===== src/rtl/instr_fetch_pkg.sv =====
// Shared types and constants for the instruction fetch stage.
package fetch_pkg;

  typedef enum logic [1:0] {
    IDLE,
    FETCH,
    DRAIN,
    DONE
  } state_t;

  localparam logic [31:0] NOP_INSTR  = 32'h0000_0013;  // addi x0,x0,0
  localparam logic [31:0] HALT_INSTR = 32'h0000_0000;

endpackage


===== src/rtl/instr_fetch_sync_fifo.sv =====
// Synchronous FIFO with occupancy count; head word is visible combinationally.
module sync_fifo #(
  parameter int unsigned WIDTH = 32,
  parameter int unsigned DEPTH = 4
) (
  input  logic                     clk,
  input  logic                     rst,
  input  logic                     push,
  input  logic [WIDTH-1:0]         wdata,
  input  logic                     pop,
  output logic [WIDTH-1:0]         rdata,
  output logic                     full,
  output logic                     empty,
  output logic [$clog2(DEPTH):0]   count
);

  localparam int unsigned PW = $clog2(DEPTH);
  localparam int unsigned CW = PW + 1;

  logic [WIDTH-1:0] mem [DEPTH];
  logic [PW-1:0]    wptr;
  logic [PW-1:0]    rptr;
  logic             do_push;
  logic             do_pop;

  assign full    = (count == CW'(DEPTH));
  assign empty   = (count == '0);
  assign do_push = push && !full;
  assign do_pop  = pop && !empty;
  assign rdata   = mem[rptr];

  // Storage array: written on push, no reset needed.
  always_ff @(posedge clk) begin
    if (do_push) mem[wptr] <= wdata;
  end

  // Pointer and occupancy bookkeeping.
  always_ff @(posedge clk or posedge rst) begin
    if (rst) begin
      wptr  <= '0;
      rptr  <= '0;
      count <= '0;
    end else begin
      if (do_push) wptr <= wptr + PW'(1);
      if (do_pop)  rptr <= rptr + PW'(1);
      if (do_push && !do_pop)      count <= count + CW'(1);
      else if (!do_push && do_pop) count <= count - CW'(1);
    end
  end

  a_no_push_when_full : assert property (@(posedge clk) disable iff (rst) !(push && full))
    else $error("sync_fifo: push into full FIFO");

endmodule


===== src/rtl/instr_fetch.sv =====
// Fetch stage: loadable instruction memory, program counter and a prefetch
// FIFO presenting one instruction per cycle over a valid/ready handshake.
module instr_fetch
  import fetch_pkg::*;
#(
  parameter int unsigned IMEM_DEPTH = 64,
  parameter int unsigned FIFO_DEPTH = 4,
  parameter logic [31:0] RESET_PC   = 32'h0000_0000
) (
  input  logic                          clk,
  input  logic                          rst,
  input  logic                          load_en,
  input  logic [$clog2(IMEM_DEPTH)-1:0] load_addr,
  input  logic [31:0]                   load_data,
  input  logic                          start,
  input  logic                          instr_ready,
  output logic [31:0]                   instruction,
  output logic                          instr_valid,
  output logic [31:0]                   pc_out,
  output logic                          done
);

  localparam int unsigned AW         = $clog2(IMEM_DEPTH);
  localparam int unsigned CW         = $clog2(FIFO_DEPTH) + 1;
  localparam logic [31:0] PC_END     = 32'(IMEM_DEPTH * 4);
  localparam logic [CW:0] CREDIT_LIM = (CW + 1)'(FIFO_DEPTH);

  state_t        state;
  logic [31:0]   pc;
  logic [31:0]   rd_pc;
  logic [31:0]   rd_data;
  logic          inflight;
  logic [31:0]   imem [IMEM_DEPTH];

  logic [CW-1:0] fifo_count;
  logic          fifo_full;
  logic          fifo_empty;
  logic          fifo_push;
  logic          fifo_pop;
  logic [31:0]   fifo_head;

  logic          load_ok;
  logic          halt_seen;
  logic          issue;
  logic [CW:0]   used;

  assign load_ok   = (state == IDLE) && load_en;
  assign halt_seen = (state == FETCH) && inflight && (rd_data == HALT_INSTR);
  assign used      = {1'b0, fifo_count} + {{CW{1'b0}}, inflight};
  // A read that would coincide with a returning halt word is simply never
  // issued; this is indistinguishable from issuing and discarding it.
  assign issue     = (state == FETCH) && !halt_seen && (used < CREDIT_LIM) && (pc < PC_END);
  assign fifo_push = (state == FETCH) && inflight && (rd_data != HALT_INSTR);
  assign fifo_pop  = instr_valid && instr_ready;

  assign instr_valid = !fifo_empty;
  assign instruction = instr_valid ? fifo_head : NOP_INSTR;
  assign pc_out      = pc;

  // Instruction memory: load port in IDLE, synchronous read port in FETCH.
  always_ff @(posedge clk) begin
    if (load_ok) imem[load_addr] <= load_data;
    if (issue)   rd_data <= imem[pc[2 +: AW]];
  end

  // Fetch control FSM with registered pc, read tracking and done flag.
  always_ff @(posedge clk or posedge rst) begin
    if (rst) begin
      state    <= IDLE;
      pc       <= RESET_PC;
      rd_pc    <= '0;
      inflight <= 1'b0;
      done     <= 1'b0;
    end else begin
      inflight <= issue;
      if (issue) begin
        rd_pc <= pc;
        pc    <= pc + 32'd4;
      end
      case (state)
        IDLE: begin
          if (!load_en && start) begin
            state <= FETCH;
            pc    <= RESET_PC;
          end
        end
        FETCH: begin
          if (halt_seen) begin
            pc    <= rd_pc;
            state <= DRAIN;
          end else if ((pc == PC_END) && !inflight) begin
            state <= DRAIN;
          end
        end
        DRAIN: begin
          if (fifo_empty) begin
            state <= DONE;
            done  <= 1'b1;
          end
        end
        DONE: begin
          done <= 1'b1;
        end
        default: state <= IDLE;
      endcase
    end
  end

  sync_fifo #(
    .WIDTH(32),
    .DEPTH(FIFO_DEPTH)
  ) u_fifo (
    .clk   (clk),
    .rst   (rst),
    .push  (fifo_push),
    .wdata (rd_data),
    .pop   (fifo_pop),
    .rdata (fifo_head),
    .full  (fifo_full),
    .empty (fifo_empty),
    .count (fifo_count)
  );

  a_credit_ok : assert property (@(posedge clk) disable iff (rst) !(fifo_push && fifo_full))
    else $error("instr_fetch: prefetch credit overrun");

  a_pc_aligned : assert property (@(posedge clk) RESET_PC[1:0] == 2'b00)
    else $error("instr_fetch: RESET_PC not word aligned");

endmodule


===== config.mk =====
export PLATFORM = sky130hd
export DESIGN_NAME = instr_fetch
export DESIGN_NICKNAME = d
export VERILOG_FILES = /design/src/rtl/instr_fetch_pkg.sv /design/src/rtl/instr_fetch_sync_fifo.sv /design/src/rtl/instr_fetch.sv
export SDC_FILE = /design/constraint.sdc
export NUM_CORES = 2
export LEC_CHECK = 0
export ABC_AREA = 1
export BUFFER_PORTS_ARGS = -buffer_cell sky130_fd_sc_hd__buf_2
export CORE_ASPECT_RATIO = 1.75
export CORE_MARGIN = 2
export CORE_UTILIZATION = 40
export CTS_CLUSTER_SIZE = 24
export DETAILED_ROUTE_END_ITERATION = 8
export HOLD_SLACK_MARGIN = 0.06
export RECOVER_POWER = 100
export SKIP_CTS_REPAIR_TIMING = 1
export SLEW_MARGIN = 10
export SYNTH_ARGS = -nofsm -noshare
export SYNTH_HDL_FRONTEND = slang
export SYNTH_SLANG_ARGS = --single-unit
export TNS_END_PERCENT = 50

===== constraint.sdc =====
create_clock -name clk -period 6.4 [get_ports clk]
set_input_delay 0.32 -clock clk [delete_from_list [all_inputs] [get_ports clk]]
set_output_delay 0.32 -clock clk [all_outputs]
set_load 0.02 [all_outputs]

==> results.json <==
{
  "async_flop_share": 0.0329,
  "io_buffers": 108,
  "antenna_found_initial": 19,
  "reg2regPathDepth": 10,
  "ys_seq_elements": 2283,
  "timing.final.hold_violations": 0,
  "powerDensity_nw_per_um2": 385,
  "cp_slowest_cell": "dfrtp_1",
  "vias_per_cell": 5.59,
  "area_delta_synth_final_pct": 10.5,
  "place_congestion": 0.933,
  "mostFrequentLayoutCells": "edfxtp_1, nand2_1, nor2_1, o21ai_0, nand3_1",
  "synth.distinct_cells": 41,
  "layout_commonest_cell": "edfxtp_1",
  "endpoint_kind": "flip-flop",
  "tritoncts": "yes",
  "fin_hold_ws_ns": 0.0344,
  "initial_core_util": 0.401,
  "yosysSeqAreaShare": 0.753,
  "final-instance-count-excl-fill": 10400,
  "synthTopCellsByArea": "edfxtp_1, nand2_1, nor2_1",
  "synth_top_cell_area_share": 0.732,
  "ant_nets": 0,
  "layout_min_cycle_time_ns": 5.28,
  "grt_use_total": 0.237,
  "crit_chain": "nand2_4, inv_2, buf_4, buf_4, nand2_1, nand3_1, nand2_1, nand3_1, nand2_1, nand2_1",
  "core-area_um2": 226000,
  "hold_depth": 6,
  "drtIter0Drc": 6486,
  "yosysTopAreaCell": "edfxtp_1",
  "cp-start-kind": "flip-flop",
  "cts.sinks": 2283,
  "dieWidth_um": 364,
  "relSlewSlack": -1.89,
  "cts_root_buffer": "clkbuf_16",
  "dp.cells": 10000,
  "grt_overflow": 0,
  "clkTransAtPathRegs_ns": 0.07,
  "synth_enable_flop_cells": 2208,
  "p_leak_nw": 33.3,
  "cts.path.max_buffers": 4,
  "grt_setup_unrepaired": "false",
  "synth_cells": 7197,
  "drive_gt1_frac": 0.0579,
  "dr.pass1.iters": 5,
  "yosysWarnings": 0,
  "syn_area_per_cell_um2": 12.6,
  "finalClockSkew_ns": 0.0525,
  "tns_ns": 0,
  "synth_fp_nets": 7252,
  "vias": 58200,
  "violations": "capacitance limit, slew limit",
  "dieArea_um2": 230000,
  "peakVddDrop_mv": 0.274,
  "syn_area_um2": 90600,
  "grt_start_max_net_pins": 183,
  "dp_hpwl_mm": 166,
  "ys.flop_type": "edfxtp_1",
  "drc": 0,
  "cp_num_cells": 10,
  "drv_cap": 104,
  "first_global_vias": 57200,
  "crit_type": "flip-flop to flip-flop",
  "rows": 231,
  "cp.arrival_ns": 5.97,
  "fmax_ghz": 0.190,
  "drt-total-wl_mm": 278,
  "path_delay_family": "simple AND/OR/NAND/NOR gates",
  "cp_num_buf_inv": 3,
  "clock_latency_ns": 0.86,
  "cpMostUsedCell": "nand2_1",
  "cts_made_buffers": 194,
  "critPathMaxFanout": 39,
  "die_y_um": 633,
  "wl_per_cell_um": 26.7,
  "maxSlewViolCount": 3738,
  "hold_class": "primary input to flip-flop",
  "worstMarginPinSlew_ns": 4.33,
  "status": "finished, violations left",
  "grt_pass1_wl_mm": 398,
  "cp.required_ns": 7.09,
  "cpPeakStageDelay_ns": 1.73,
  "htreeDepth": 4,
  "ios": 109,
  "setup_viol": 0,
  "fin_crit_sh": 0.824,
  "nNetsFinal": 7269
}
## power by group
group	internal, mW	total [mW]	leakage [nW]	switching (mW)
Combinational	2.30	9.43	9.42	7.13
Clock	6.58	11.9	3.04	5.31
Sequential	16.8	17.2	20.9	0.444
Total	25.7	38.5	33.3	12.9
## state kept, by name (all words and copies together), names as in the netlist
name / count
imem: 2048
u_fifo.mem: 128
pc_out: 32
rd_data: 32
rd_pc: 32
u_fifo.count: 3
state: 2
u_fifo.rptr: 2
u_fifo.wptr: 2
done: 1
inflight: 1
## kinds of logic (layout without fill, tap and decap cells)
logic type      count (synthesis)  count (layout)  synth area share
buf+inv                       582             748            0.0294
flops                        2283            2283             0.753
mux                             3               3          0.000345
compound gates               1508            1508            0.0941
fa+ha+maj                      12              12           0.00174
other cells                     0               8                 0
xor+xnor                        4               4          0.000387
simple gates                 2805            2805             0.121
## cell type report
type                            instances  area (µm²)
Antenna cell                            8        20.0
Clock buffer                          236        5120
Clock inverter                        109        1090
Fill cell                           20300      126000
Inverter                              123         497
Multi-Input combinational cell       4332       19800
Sequential cell                      2283       68200
Tap cell                             3029        3790
Timing Repair Buffer                  280        1550
## metrics by stage
stage | power [mW] | setup WS [ns] | util | cell area, µm²
floorplan | 23.1 | 1.69 | - | 90600
global placement | 26.9 | 2.32 | 0.420 | 94700
detailed placement | 27.0 | 2.33 | 0.420 | 94700
CTS | 38.7 | 2.31 | 0.447 | 101000
global route | 39.9 | 1.11 | 0.443 | 100000
finish | 38.5 | 1.12 | 0.443 | 100000
## path summary, 6_finish.rpt
check | endpoint | slack, ns | startpoint
max | rd_data[20] | 1.12 | pc_out[3]
min reg2reg | rd_pc[12] | 0.47 | rd_pc[12]
min | state[1] | 0.03 | load_en
max reg2reg | rd_data[20] | 1.12 | pc_out[3]
max in group asynchronous | pc_out[4] | 5.20 | rst
min in group asynchronous | u_fifo.rptr[1] | 0.37 | rst
## routing by layer
layer,track usage,up-vias,wire length [µm]
met3,0.0306,666,17100
met5,0,-,82
met4,0.157,14,22500
met1,0.267,29300,97000
li1,-,25800,-
met2,0.420,2349,141000
## worst reg2reg max path, stage by stage, from the launching register on
cell     delay [ns]
dfrtp_1        1.73
nand2_4        0.91
inv_2          0.56
buf_4          0.36
buf_4          0.39
nand2_1        0.11
nand3_1        0.10
nand2_1        0.43
nand3_1        0.28
nand2_1        0.11
nand2_1        0.14
## synth_stat cells, types with 30 or more instances
master and n:
a211oi_1 30, a21oi_1 157, buf_1 40, buf_2 115
clkbuf_1 247, dfrtp_1 75, edfxtp_1 2208, inv_1 105
nand2_1 1299, nand3_1 230, nor2_1 1194, nor3_1 32
o211ai_1 210, o21ai_0 850, o21ai_1 71, o221ai_1 35
o22ai_1 131
(Power assumes the default switching activity.)
